--- src/rtl/rat_pipe_pkg.sv ---
// -----------------------------------------------------------------------------
// rat_pipe_pkg
//   Shared constants and types for the RAT core pipeline front end.
//   - ADDR_W / INSTR_W : program counter and instruction widths
//   - NOP              : instruction encoding loaded into a flushed fetch register
//   - INTR_VEC         : default interrupt vector address
//   - fetch_seq_state_t: fetch sequencer FSM states (fixed legacy encoding)
// -----------------------------------------------------------------------------
package rat_pipe_pkg;

  localparam int unsigned ADDR_W  = 10;
  localparam int unsigned INSTR_W = 18;

  localparam logic [INSTR_W-1:0] NOP      = '0;
  localparam logic [ADDR_W-1:0]  INTR_VEC = 10'h3FF;

  // Explicit encodings keep the state register compatible with older
  // decoders that compare against raw 2-bit codes.
  typedef enum logic [1:0] {
    BOOT  = 2'd0,
    RUN   = 2'd1,
    DRAIN = 2'd2
  } fetch_seq_state_t;

endpackage : rat_pipe_pkg

--- src/rtl/fetch_seq_bubble_cnt.sv ---
// -----------------------------------------------------------------------------
// fetch_seq_bubble_cnt
//   2-bit loadable down-counter that tracks the redirect bubbles still owed
//   after a branch or interrupt redirect.
//   Ports:
//     clk, rst_n   : clock, asynchronous active-low reset (count clears to 0)
//     load         : load load_val (takes priority over everything else)
//     load_val[1:0]: reload value
//     dec          : decrement request
//     freeze       : hold the count even when dec is high (hazard stall)
//     tc           : terminal count, high while the count equals 1
// -----------------------------------------------------------------------------
module fetch_seq_bubble_cnt (
  input  logic       clk,
  input  logic       rst_n,
  input  logic       load,
  input  logic [1:0] load_val,
  input  logic       dec,
  input  logic       freeze,
  output logic       tc
);

  logic [1:0] cnt_d;
  logic [1:0] cnt_q;

  always_comb begin
    // NOTE: assigning a default first guarantees every path drives cnt_d,
    // so no latch can be inferred regardless of which branch is taken.
    cnt_d = cnt_q;
    if (load) begin
      cnt_d = load_val;
    end else if (dec && !freeze && (cnt_q != 2'd0)) begin
      cnt_d = cnt_q - 2'd1;
    end
  end

  always_ff @(posedge clk or negedge rst_n) begin
    // NOTE: non-blocking assignments in clocked blocks so every flop samples
    // the pre-edge value of every other flop, independent of block order.
    if (!rst_n) begin
      cnt_q <= 2'd0;
    end else begin
      cnt_q <= cnt_d;
    end
  end

  assign tc = (cnt_q == 2'd1);

endmodule : fetch_seq_bubble_cnt

--- src/rtl/fetch_sequencer.sv ---
// -----------------------------------------------------------------------------
// fetch_sequencer
//   Fetch-stage front-end controller: owns the program counter and drives the
//   fetch register hold (fetch_stall) and bubble (fetch_flush) controls.
//   Arbitrates between sequential fetch, decode hazard stalls, execute-stage
//   branch redirects and, optionally, interrupt entry.
//
//   Build option: define FETCH_SEQ_INTR_EN to include the interrupt path.
//   Without it intr_req is ignored and intr_ack / saved_pc are tied to zero.
//
//   Parameters:
//     ADDR_W           : PC width
//     RESET_PC         : PC loaded on reset
//     INTR_VEC         : interrupt vector address
//     REDIRECT_BUBBLES : bubbles per redirect including the redirect cycle (1..3)
//   Ports:
//     clk, rst_n    : clock, asynchronous active-low reset
//     hazard_stall  : decode load-use hazard, hold the fetch register
//     branch_taken  : execute-stage redirect strobe, branch_target valid with it
//     intr_req      : level interrupt request (already masked)
//     pc            : registered instruction memory address
//     fetch_stall   : fetch register hold enable
//     fetch_flush   : fetch register loads NOP instead of memory data
//     intr_ack      : one-cycle pulse when an interrupt is taken
//     saved_pc      : registered return address captured at interrupt entry
// -----------------------------------------------------------------------------
module fetch_sequencer #(
  parameter int unsigned        ADDR_W           = rat_pipe_pkg::ADDR_W,
  parameter logic [ADDR_W-1:0]  RESET_PC         = '0,
  parameter logic [ADDR_W-1:0]  INTR_VEC         = ADDR_W'(rat_pipe_pkg::INTR_VEC),
  parameter int unsigned        REDIRECT_BUBBLES = 1
) (
  input  logic              clk,
  input  logic              rst_n,
  input  logic              hazard_stall,
  input  logic              branch_taken,
  input  logic [ADDR_W-1:0] branch_target,
  input  logic              intr_req,
  output logic [ADDR_W-1:0] pc,
  output logic              fetch_stall,
  output logic              fetch_flush,
  output logic              intr_ack,
  output logic [ADDR_W-1:0] saved_pc
);

  import rat_pipe_pkg::*;

  // With a single bubble the redirect cycle itself is the only bubble, so the
  // FSM never enters DRAIN. Otherwise DRAIN covers the remaining bubbles.
  localparam bit         USE_DRAIN = (REDIRECT_BUBBLES > 1);
  localparam logic [1:0] RELOAD    = 2'(REDIRECT_BUBBLES - 1);

  fetch_seq_state_t  state_d, state_q;
  logic [ADDR_W-1:0] pc_d, pc_q;

  logic cnt_load;
  logic cnt_dec;
  logic cnt_tc;

`ifdef FETCH_SEQ_INTR_EN
  logic              intr_take;
  logic [ADDR_W-1:0] saved_pc_d, saved_pc_q;
`endif

  fetch_seq_bubble_cnt u_bubble_cnt (
    .clk      (clk),
    .rst_n    (rst_n),
    .load     (cnt_load),
    .load_val (RELOAD),
    .dec      (cnt_dec),
    .freeze   (hazard_stall),
    .tc       (cnt_tc)
  );

  // ---------------------------------------------------------------------------
  // Next-state / next-PC logic
  // ---------------------------------------------------------------------------
  always_comb begin
    state_d     = state_q;
    pc_d        = pc_q;
    fetch_stall = 1'b0;
    fetch_flush = 1'b0;
    cnt_load    = 1'b0;
    cnt_dec     = 1'b0;
`ifdef FETCH_SEQ_INTR_EN
    intr_take   = 1'b0;
    saved_pc_d  = saved_pc_q;
`endif

    unique case (state_q)
      // The fetch register is loaded with a bubble while pc settles at RESET_PC.
      BOOT: begin
        fetch_flush = 1'b1;
        state_d     = RUN;
      end

      RUN: begin
        if (branch_taken) begin
          // A redirect overrides a hazard: the instruction being held is on
          // the wrong path anyway.
          pc_d        = branch_target;
          fetch_flush = 1'b1;
          if (USE_DRAIN) begin
            cnt_load = 1'b1;
            state_d  = DRAIN;
          end
        end
`ifdef FETCH_SEQ_INTR_EN
        // Interrupts wait for a hazard to clear so the return address points
        // at an instruction that has not yet been consumed by decode.
        else if (intr_req && !hazard_stall) begin
          intr_take   = 1'b1;
          saved_pc_d  = pc_q;
          pc_d        = INTR_VEC;
          fetch_flush = 1'b1;
          if (USE_DRAIN) begin
            cnt_load = 1'b1;
            state_d  = DRAIN;
          end
        end
`endif
        else if (hazard_stall) begin
          fetch_stall = 1'b1;
        end else begin
          pc_d = pc_q + ADDR_W'(1);
        end
      end

      DRAIN: begin
        if (branch_taken) begin
          // Newest redirect wins and restarts the bubble count.
          pc_d        = branch_target;
          fetch_flush = 1'b1;
          cnt_load    = 1'b1;
        end else if (hazard_stall) begin
          // Counter freezes via its freeze input; stall and flush stay exclusive.
          fetch_stall = 1'b1;
        end else begin
          fetch_flush = 1'b1;
          cnt_dec     = 1'b1;
          if (cnt_tc) begin
            state_d = RUN;
          end
        end
      end

      default: begin
        state_d     = BOOT;
        fetch_flush = 1'b1;
      end
    endcase
  end

  // ---------------------------------------------------------------------------
  // State and PC registers
  // ---------------------------------------------------------------------------
  always_ff @(posedge clk or negedge rst_n) begin
    if (!rst_n) begin
      state_q <= BOOT;
      pc_q    <= RESET_PC;
    end else begin
      state_q <= state_d;
      pc_q    <= pc_d;
    end
  end

  assign pc = pc_q;

`ifdef FETCH_SEQ_INTR_EN
  always_ff @(posedge clk or negedge rst_n) begin
    if (!rst_n) begin
      saved_pc_q <= '0;
    end else begin
      saved_pc_q <= saved_pc_d;
    end
  end

  assign intr_ack = intr_take;
  assign saved_pc = saved_pc_q;
`else
  logic intr_req_unused;
  assign intr_req_unused = intr_req;
  assign intr_ack        = 1'b0;
  assign saved_pc        = '0;
`endif

endmodule : fetch_sequencer

--- config.mk ---
export PLATFORM = sky130hd
export DESIGN_NAME = fetch_sequencer
export DESIGN_NICKNAME = d
export VERILOG_FILES = /design/src/rtl/rat_pipe_pkg.sv /design/src/rtl/fetch_seq_bubble_cnt.sv /design/src/rtl/fetch_sequencer.sv
export SDC_FILE = /design/constraint.sdc
export NUM_CORES = 1
export LEC_CHECK = 0
export ABC_AREA = 1
export CAP_MARGIN = 30
export CORE_MARGIN = 8
export CORE_UTILIZATION = 41
export CTS_CLUSTER_SIZE = 16
export DETAILED_ROUTE_END_ITERATION = 16
export PLACE_DENSITY = 0.79
export SLEW_MARGIN = 20
export SYNTH_ARGS = -nofsm -noshare
export SYNTH_HDL_FRONTEND = slang
export SYNTH_SLANG_ARGS = --single-unit
--- constraint.sdc ---
create_clock -name clk -period 1.7 [get_ports clk]
set_clock_uncertainty 0.05 [all_clocks]
set_input_delay 0.51 -clock clk [delete_from_list [all_inputs] [get_ports clk]]
set_output_delay 0.51 -clock clk [all_outputs]
set_load 0.005 [all_outputs]
==> results.toml, run 1 <==
[global_routing]
globalRouteMet3Util = 0.0376
grtUsageMet2 = 0.223
grt_antenna_before_repair = 0
grt_pass1_wl_um = 3680
busiest_layer = "met2"
grt.overflow.total = 0
pin_count_of_the_biggest_net_entering_global_routing = 18
gr-usage-all-layers = 0.126
grt_use_met1 = 0.140
grt_pass1_vias = 871

[logic_synthesis]
dominantRegCellSynth = "dfrtp_1"
synth_mux_area_frac = 0
syn-cell-area_um2 = 852
post-synth-top-count-cell = "nand2_1"
synth_top_family_by_area = "simple AND/OR/NAND/NOR gates"
postSynth.asyncResetShare = 1.00
avgSynthCellArea_um2 = 7.04
biggest_area_contributors_in_the_synthesized_netlist = "dfrtp_1 (32%), nand2_1 (15%), buf_4 (9.7%), nor2_1 (6.6%), inv_1 (4.8%)"
post_synthesis_share_of_cell_area_spent_on_xor_and_xnor_gates = 0.0103
synth_common_cells = "nand2_1 (35), nor2_1 (15), buf_4 (11), dfrtp_1 (11), inv_1 (11)"
synth_cells = 121
synth_enable_flop_cells = 0
compound_cell_area_share_of_the_yosys_netlist = 0.135
adder_and_majority_gate_portion_of_the_synthesized_area = 0.0147
synth_top_area_cell = "dfrtp_1"
yosysSeqAreaShare = 0.323
synth.lib_cells_used.distinct = 23
synth_warnings = 0
synth_simple_gate_area_share = 0.327
synth.ff_latch_count = 11
synthDominantCellAreaShare = 0.323

[timing]
final.period_utilization = 0.961
rsz0062_at_grt = "false"
fmax_mhz = 612
final-setup-viol-count = 0
finalCriticalPeriod_ns = 1.63
slew_viol_final = 0
final.setup.tns_ns = 0
finalHoldViolations = 0

[finish]
final_area_um2 = 1200
layout_cell_share_with_drive_strength_beyond_1 = 0.221
layout.cells.non_filler = 190
final_net_count = 180
syn2layout_area_growth_pct = 41.0
fillerInstances = 189
post-route-util = 0.612
antenna_cells_inserted = 0

[pwr]
peakVddDrop_v = 0.000476
leakagePower_nw = 0.658
pwr_density_cell_nw_per_um2 = 758

[job]
cap_viol_max_count = 0

[critical_path]
critPathArrivalTime_ns = 1.07
slowest_stage = "dlygate4sd2_1"
critical_path.max_stage_delay_ns = 0.25
timing.critical_path.max_delay_family = "buffers and inverters"
crit_chain = "dlygate4sd2_1 > inv_2 > nand2_1 > nor2_1 > buf_2"
worstSetupPathType = "input pin to output port"
cp.required_ns = 1.14
cp-end-kind = "output port"
path_depth = 5
reg2regPathDepth = 7
startpoint_type_of_the_worst_setup_path = "input pin"
path_max_fanout = 2
timing.critical_path.buf_inv = 3

[floorplanning]
design.die.area_um2 = 3790
coreArea_um2 = 1960
row_count = 16
floorplan.initialDensity = 0.434
die_height_um = 61.6
floorplan.die.width_um = 61.6
num_io_pins = 38

[place]
dpl.hpwl_um = 1660
final_estimated_routing_congestion_in_global_placement = 0.822
placement.io_buffers = 25
dpl_cell_area_um2 = 1120
placed_cells = 177

[detailed_routing]
total_wire_length_um = 2190
drcViolationCount = 0
antenna_violating_nets_post_route = 0
route.detailed.vias_per_inst = 4.73
dr_total_vias = 899
first_pass_iteration_count_of_the_detailed_router = 5
wire_per_inst_um = 11.5
dr.first_iter.drc_count = 14

[cts]
clock_sink_count = 11
tritoncts_clock_tree = "built"
cts_hold_buf = 0
worst_setup_hold_path_clk_slew_ns = 0.08
ctsHtreeMaxLevel = 1
cts-buffers-inserted = 3
cts_root_buffer = "clkbuf_4"
cts_buffer_depth = 2
clk-insertion-delay-late_ns = 0.27

[outcome]
status = "complete, no violations"

[worst_hold_path]
min_path_type = "input pin to async pin"
area by class of cell:
| type | count | area, um^2 | share of cell area |
|---|---|---|---|
| Sequential cell | 11 | 275 | 0.229 |
| Clock buffer | 4 | 26.3 | 0.0219 |
| Inverter | 13 | 48.8 | 0.0406 |
| Timing Repair Buffer | 41 | 357 | 0.297 |
| Tap cell | 27 | 33.8 | 0.0281 |
| Multi-Input combinational cell | 94 | 460 | 0.383 |
worst register-to-register path: stages (launching register included):
cell and delay [ns]:
dfrtp_1 0.40, buf_4 0.15, ha_1 0.20, nand2_1 0.12, nor2_2 0.07, xor2_1 0.15, o21ai_1 0.16, nand2_1 0.06
sequential cells by signal, indices dropped and copies added (netlist names):
signal / cells
pc: 10
state_q: 1
path summary, 6_finish.rpt:
kind | start | end | slack [ns]
worst max-delay path | branch_taken | fetch_stall | 0.07
worst min-delay path | rst_n | pc[5] | 0.48
worst max register to register | pc[0] | pc[4] | 0.22
worst min register to register | pc[9] | pc[9] | 0.54
max in group asynchronous | rst_n | pc[7] | 0.96
min in group clk | pc[9] | pc[9] | 0.54
kinds of logic after synthesis:
| family | Yosys count |
|---|---|
| compound gates | 14 |
| xor+xnor | 1 |
| fa+ha+maj | 1 |
| buf+inv | 26 |
| flops | 11 |
| other cells | 2 |
| simple gates | 66 |
per-stage QoR:
| step | worst slack [ns] | hold slack [ns] | power [mW] |
|---|---|---|---|
| after floorplan | 0.178 | 0.164 | 0.545 |
| final | 0.0661 | 0.481 | 0.910 |
| after global placement | -0.503 | 0.459 | 0.690 |
| after CTS | 0.00216 | 0.478 | 0.917 |
| after global routing | 0.00424 | 0.514 | 0.977 |
| after detailed placement | -0.537 | 0.474 | 0.701 |
timing repair:
action | 4_1_cts | 5_1_grt
cloned | 0 | 0
gates resized for setup | 15 | 4
setup buffers | 8 | 1
pin swaps | 1 | 1
hold endpoints to repair | 0 | 0
setup endpoints to repair | 12 | 5
cells in the final DEF, fill, tap and decap left out, types with 2 or more instances in the layout:
cell type and count:
a21oi_2 2, buf_4 16, clkbuf_4 3, clkdlybuf4s50_1 11, conb_1 12, dfrtp_1 11, dlygate4sd2_1 9, dlymetal6s2s_1 3
inv_1 11, inv_2 2, nand2_1 35, nand2_2 2, nand3_1 8, nor2_1 15, nor2_2 4, o21ai_0 4
o21ai_1 2, o21ai_2 2
per-layer routing:
layer / part of all wire / wire length, um / vias to the layer above
met5: 0 / 0 / -
li1: - / - / 438
met2: 0.47 / 1030 / 40
met4: 0.0096 / 21 / 0
met1: 0.42 / 918 / 419
met3: 0.10 / 224 / 2
power breakdown:
part	switching, mW	total [mW]	internal (mW)
sequential	0.0264	0.329	0.303
combinational	0.196	0.393	0.197
clock	0.0965	0.188	0.0910
total	0.319	0.910	0.591
No activity file was read; power rests on OpenSTA's default activity.
==> run 2, diff against run 1 <==
CTS_CLUSTER_DIAMETER = 50   (was unset)
GPL_TIMING_DRIVEN = 0   (was unset)
==> run 2 against run 1 <==
Effect of this change:
- count of clock-buffer cells in the layout is the same
- sequential share of layout area shrank 1.7 points
- die area is the same
- non-clock buffer count grew 11
- power grew 3.8%
- core utilization grew 5.4 points
- highest routed layer unchanged
==> results.toml, run 2 (same netlist as run 1, synthesis figures left out) <==
[outcome]
status = "complete, no violations"

[pwr]
sequential_share_of_power = 0.344
leakagePower_nw = 0.728
total_switching_power_mw = 0.324
design_power_total_mw = 0.945
peakVddDrop_v = 0.000643
pwr_density_cell_nw_per_um2 = 723
combPwrFrac = 0.458
clock_network_fraction_of_total_power = 0.197
switching_share = 0.343
intPower_mw = 0.621

[floorplanning]
row_count = 16
floorplan.initialDensity = 0.434
die_height_um = 61.6
coreArea_um2 = 1960
num_io_pins = 38
floorplan.die.width_um = 61.6
design.die.area_um2 = 3790

[cts]
worst_setup_hold_path_clk_slew_ns = 0.07
cts_root_buffer = "clkbuf_4"
clock_sink_count = 11
clk-insertion-delay-late_ns = 0.27
cts-buffers-inserted = 3
cts_buffer_depth = 2
tritoncts_clock_tree = "built"
ctsHtreeMaxLevel = 1

[timing]
final-setup-viol-count = 0
slew_viol_final = 0
finalCriticalPeriod_ns = 1.65
final.setup.tns_ns = 0
worst_relative_slew_slack = 0.650
final.period_utilization = 0.971
finalHoldViolations = 0
fmax_mhz = 606
worst-slew-pin-transition_ns = 0.523
rsz0062_at_grt = "false"
fin_hold_ws_ns = 0.474

[global_routing]
gr-usage-all-layers = 0.132
grt_pass1_vias = 934
pin_count_of_the_biggest_net_entering_global_routing = 12
grt_pass1_wl_um = 3770
grt_antenna_before_repair = 0
grt.overflow.total = 0

[place]
dpl.hpwl_um = 1670
final_estimated_routing_congestion_in_global_placement = 0.802
placement.io_buffers = 25

[detailed_routing]
dr.first_iter.drc_count = 8
first_pass_iteration_count_of_the_detailed_router = 4
antenna_violating_nets_post_route = 0
wire_per_inst_um = 11.5
drcViolationCount = 0
dr_total_vias = 936
route.detailed.vias_per_inst = 4.66
total_wire_length_um = 2310

[finish]
layout_common_cells = "nand2_1 (35), buf_4 (26), nor2_1 (15)"
layout_cell_share_with_drive_strength_beyond_1 = 0.276
final_net_count = 191
fillerInstances = 163
layout_commonest_cell = "nand2_1"
antenna_cells_inserted = 0
largest_reg_flops = 10
syn2layout_area_growth_pct = 53.3

[worst_hold_path]
min_path_type = "input pin to flop"

[critical_path]
cp.required_ns = 1.14
critPathArrivalTime_ns = 1.09
cp-end-kind = "output port"
path_max_fanout = 7
startpoint_type_of_the_worst_setup_path = "input pin"
worstSetupPathType = "input pin to output port"

[job]
cap_viol_max_count = 0
run 2: changes by cell type in the layout (fill, tap and decap cells not counted), sizes merged:
| cell | delta |
|---|---|
| clkbuf | -1 |
| dlygate4sd2 | -2 |
| clkdlybuf4s15 | +1 |
| buf | +12 |
| dlymetal6s2s | +1 |
run 2: layout make-up:
type / instances / area (um^2) / area share
inverters: 13 / 51.3 / 0.0393
plain buffers: 13 / 109 / 0.0833
multi-input cells: 94 / 460 / 0.352
repair buffers: 39 / 349 / 0.267
well taps: 27 / 33.8 / 0.0259
flip-flops and latches: 11 / 277 / 0.212
clock buffers: 4 / 26.3 / 0.0201
run 2: path summary, 6_finish.rpt:
kind                               from          end  slack, ns  cells after the start
max                        branch_taken  fetch_flush       0.05                      5
min                        branch_taken        pc[4]       0.47                      3
max reg2reg                       pc[0]        pc[4]       0.30                      7
min reg2reg                       pc[9]        pc[9]       0.54                      3
max in group asynchronous         rst_n        pc[4]       0.70                      1
min in group asynchronous         rst_n   state_q[0]       0.52                      1
run 2: stage by stage:
step                setup WS, ns  cells  area, um^2   util
floorplan                  0.178    131         890      -
global placement           -1.00    183        1170  0.598
detailed placement        -0.977    183        1170  0.598
CTS                     0.000239    199        1280  0.652
global route              0.0123    201        1310  0.666
finish                    0.0496    201        1310  0.666
run 2: repair_timing:
item,4_1_cts,5_1_grt
resized for setup,20,5
buffers inserted,12,2
setup endpoints to repair,12,6
hold buffers,0,0
pin swaps,1,1
run 2: metal layers:
layer	up-vias	GRT usage	part of all wire
met5	-	0	0
met3	3	0.0376	0.091
li1	464	-	-
met4	0	0.0519	0.011
met2	39	0.242	0.48
met1	430	0.137	0.42
run 2: power groups by stage:
stage	clock, mW	sequential [mW]	combinational [mW]
after floorplan	0	0.358	0.187
after global placement	0	0.362	0.335
final	0.186	0.325	0.433
after CTS	0.196	0.326	0.425
after global routing	0.202	0.331	0.479
after detailed placement	0	0.364	0.341
run 2: worst max-delay path, stage by stage:
cell	delay (ns)
buf_4	0.14
inv_4	0.05
buf_8	0.11
nand2_1	0.07
clkdlybuf4s15_1	0.22
==> run 3, diff against run 2 <==
GPL_TIMING_DRIVEN = unset   (was 0)
MAX_ROUTING_LAYER = met4   (was unset)
RECOVER_POWER = 25   (was unset)
==> run 3 against run 2 <==
Effect of this change:
- cell count shrank 5.5%
- combinational power decreased by 9.7%
- sequential power up 1%
- flip-flop and latch count unchanged
- highest routed layer unchanged
- via count shrank 4.8%
==> results.toml, run 3 (same netlist as run 1, synthesis figures left out) <==
[timing]
fmax_mhz = 613
finalHoldViolations = 0
final.setup.tns_ns = 0
finalCriticalPeriod_ns = 1.63
final_critical_path_setup_slack_ns = 0.0693
rsz0062_at_grt = "false"
worst_relative_slew_slack = 0.556
slew_viol_final = 0
worst-slew-pin-transition_ns = 0.666
final-setup-viol-count = 0
final.period_utilization = 0.959

[pwr]
pwr_density_cell_nw_per_um2 = 756
leakagePower_nw = 0.655
design_power_total_mw = 0.905
peakVddDrop_v = 0.000475

[place]
placement.setup.worst_slack_ns = -0.537
dpl.hpwl_um = 1660
placed_cells = 177
placement.io_buffers = 25
final_estimated_routing_congestion_in_global_placement = 0.834
dpl_cell_area_um2 = 1120

[cts]
worst_setup_hold_path_clk_slew_ns = 0.07
cts-buffers-inserted = 3
ctsHtreeMaxLevel = 1
clock_sink_count = 11
cts_root_buffer = "clkbuf_4"
clk-insertion-delay-late_ns = 0.27
cts_hold_buf = 0
cts_buffer_depth = 2
tritoncts_clock_tree = "built"

[finish]
layout.cells.non_filler = 190
syn2layout_area_growth_pct = 40.5
antenna_cells_inserted = 0
largest_reg_flops = 10
final_net_count = 180
layout_cell_share_with_drive_strength_beyond_1 = 0.215
layout_common_cells = "nand2_1 (35), nor2_1 (15), buf_4 (15)"
final_area_um2 = 1200
layout_commonest_cell = "nand2_1"

[critical_path]
startpoint_type_of_the_worst_setup_path = "input pin"
path_max_fanout = 2
worstSetupPathType = "input pin to output port"
cp-end-kind = "output port"
critPathArrivalTime_ns = 1.07
cp.required_ns = 1.14

[floorplanning]
floorplan.initialDensity = 0.434
floorplan.die.width_um = 61.6
num_io_pins = 38
coreArea_um2 = 1960
design.die.area_um2 = 3790
row_count = 16
die_height_um = 61.6

[detailed_routing]
antenna_violating_nets_post_route = 0
dr.first_iter.drc_count = 12
total_wire_length_um = 2180
route.top_layer_used = "met4"
wire_per_inst_um = 11.5
route.layer.met1.wl_um = 938
met2WireLength_um = 1020
dr_total_vias = 891
route.detailed.vias_per_inst = 4.69
first_pass_iteration_count_of_the_detailed_router = 4
wl_met3_um = 201
drcViolationCount = 0

[outcome]
status = "complete, no violations"

[global_routing]
grt_antenna_before_repair = 0
pin_count_of_the_biggest_net_entering_global_routing = 18
grt.overflow.total = 0
grt_pass1_wl_um = 3680
grt_pass1_vias = 871
gr-usage-all-layers = 0.130

[job]
cap_viol_max_count = 0

[worst_hold_path]
min_path_type = "flop to flop"
## run 3: worst paths after layout
check | cells after the start | slack, ns | from | endpoint
setup / recovery | 5 | 0.07 | branch_taken | fetch_stall
hold / removal | 2 | 0.53 | pc[2] | pc[2]
setup reg to reg | 7 | 0.23 | pc[0] | pc[4]
hold reg to reg | 2 | 0.53 | pc[2] | pc[2]
max in group asynchronous | 2 | 0.44 | rst_n | pc[2]
min in group asynchronous | 2 | 0.73 | rst_n | pc[8]
## run 3: worst max-delay path, cell delays in order
cell	delay [ns]
dlygate4sd2_1	0.25
inv_2	0.05
nand2_1	0.06
nor2_1	0.08
buf_2	0.12
## run 3: report_power, final
group	internal (mW)	switching (mW)
registers	0.303	0.0261
clock network	0.0908	0.0942
logic	0.196	0.195
## run 3: metal layers
layer,vias up,global-route usage
li1,438,-
met1,409,0.145
met2,42,0.223
met3,2,0.0292
met4,0,0.0390
met5,-,-
## run 3: through the flow
step	utilization	hold slack, ns
finish	0.610	0.534
global route	0.610	0.567
CTS	0.607	0.478
detailed placement	0.571	0.474
global placement	0.571	0.459
floorplan	-	0.164
## run 3: final cells by class
| type | count | area (um^2) |
|---|---|---|
| clock buffer | 4 | 26.3 |
| fill | 189 | 764 |
| inverter | 13 | 48.8 |
| multi-input combinational | 94 | 460 |
| sequential | 11 | 275 |
| tap | 27 | 33.8 |
| timing repair buffer | 41 | 353 |
## run 3: timing repair
item                       in CTS  in global routing
pin swaps                       1                  1
setup endpoints to repair      12                  5
setup buffers                   8                  1
resized for setup              15                  4
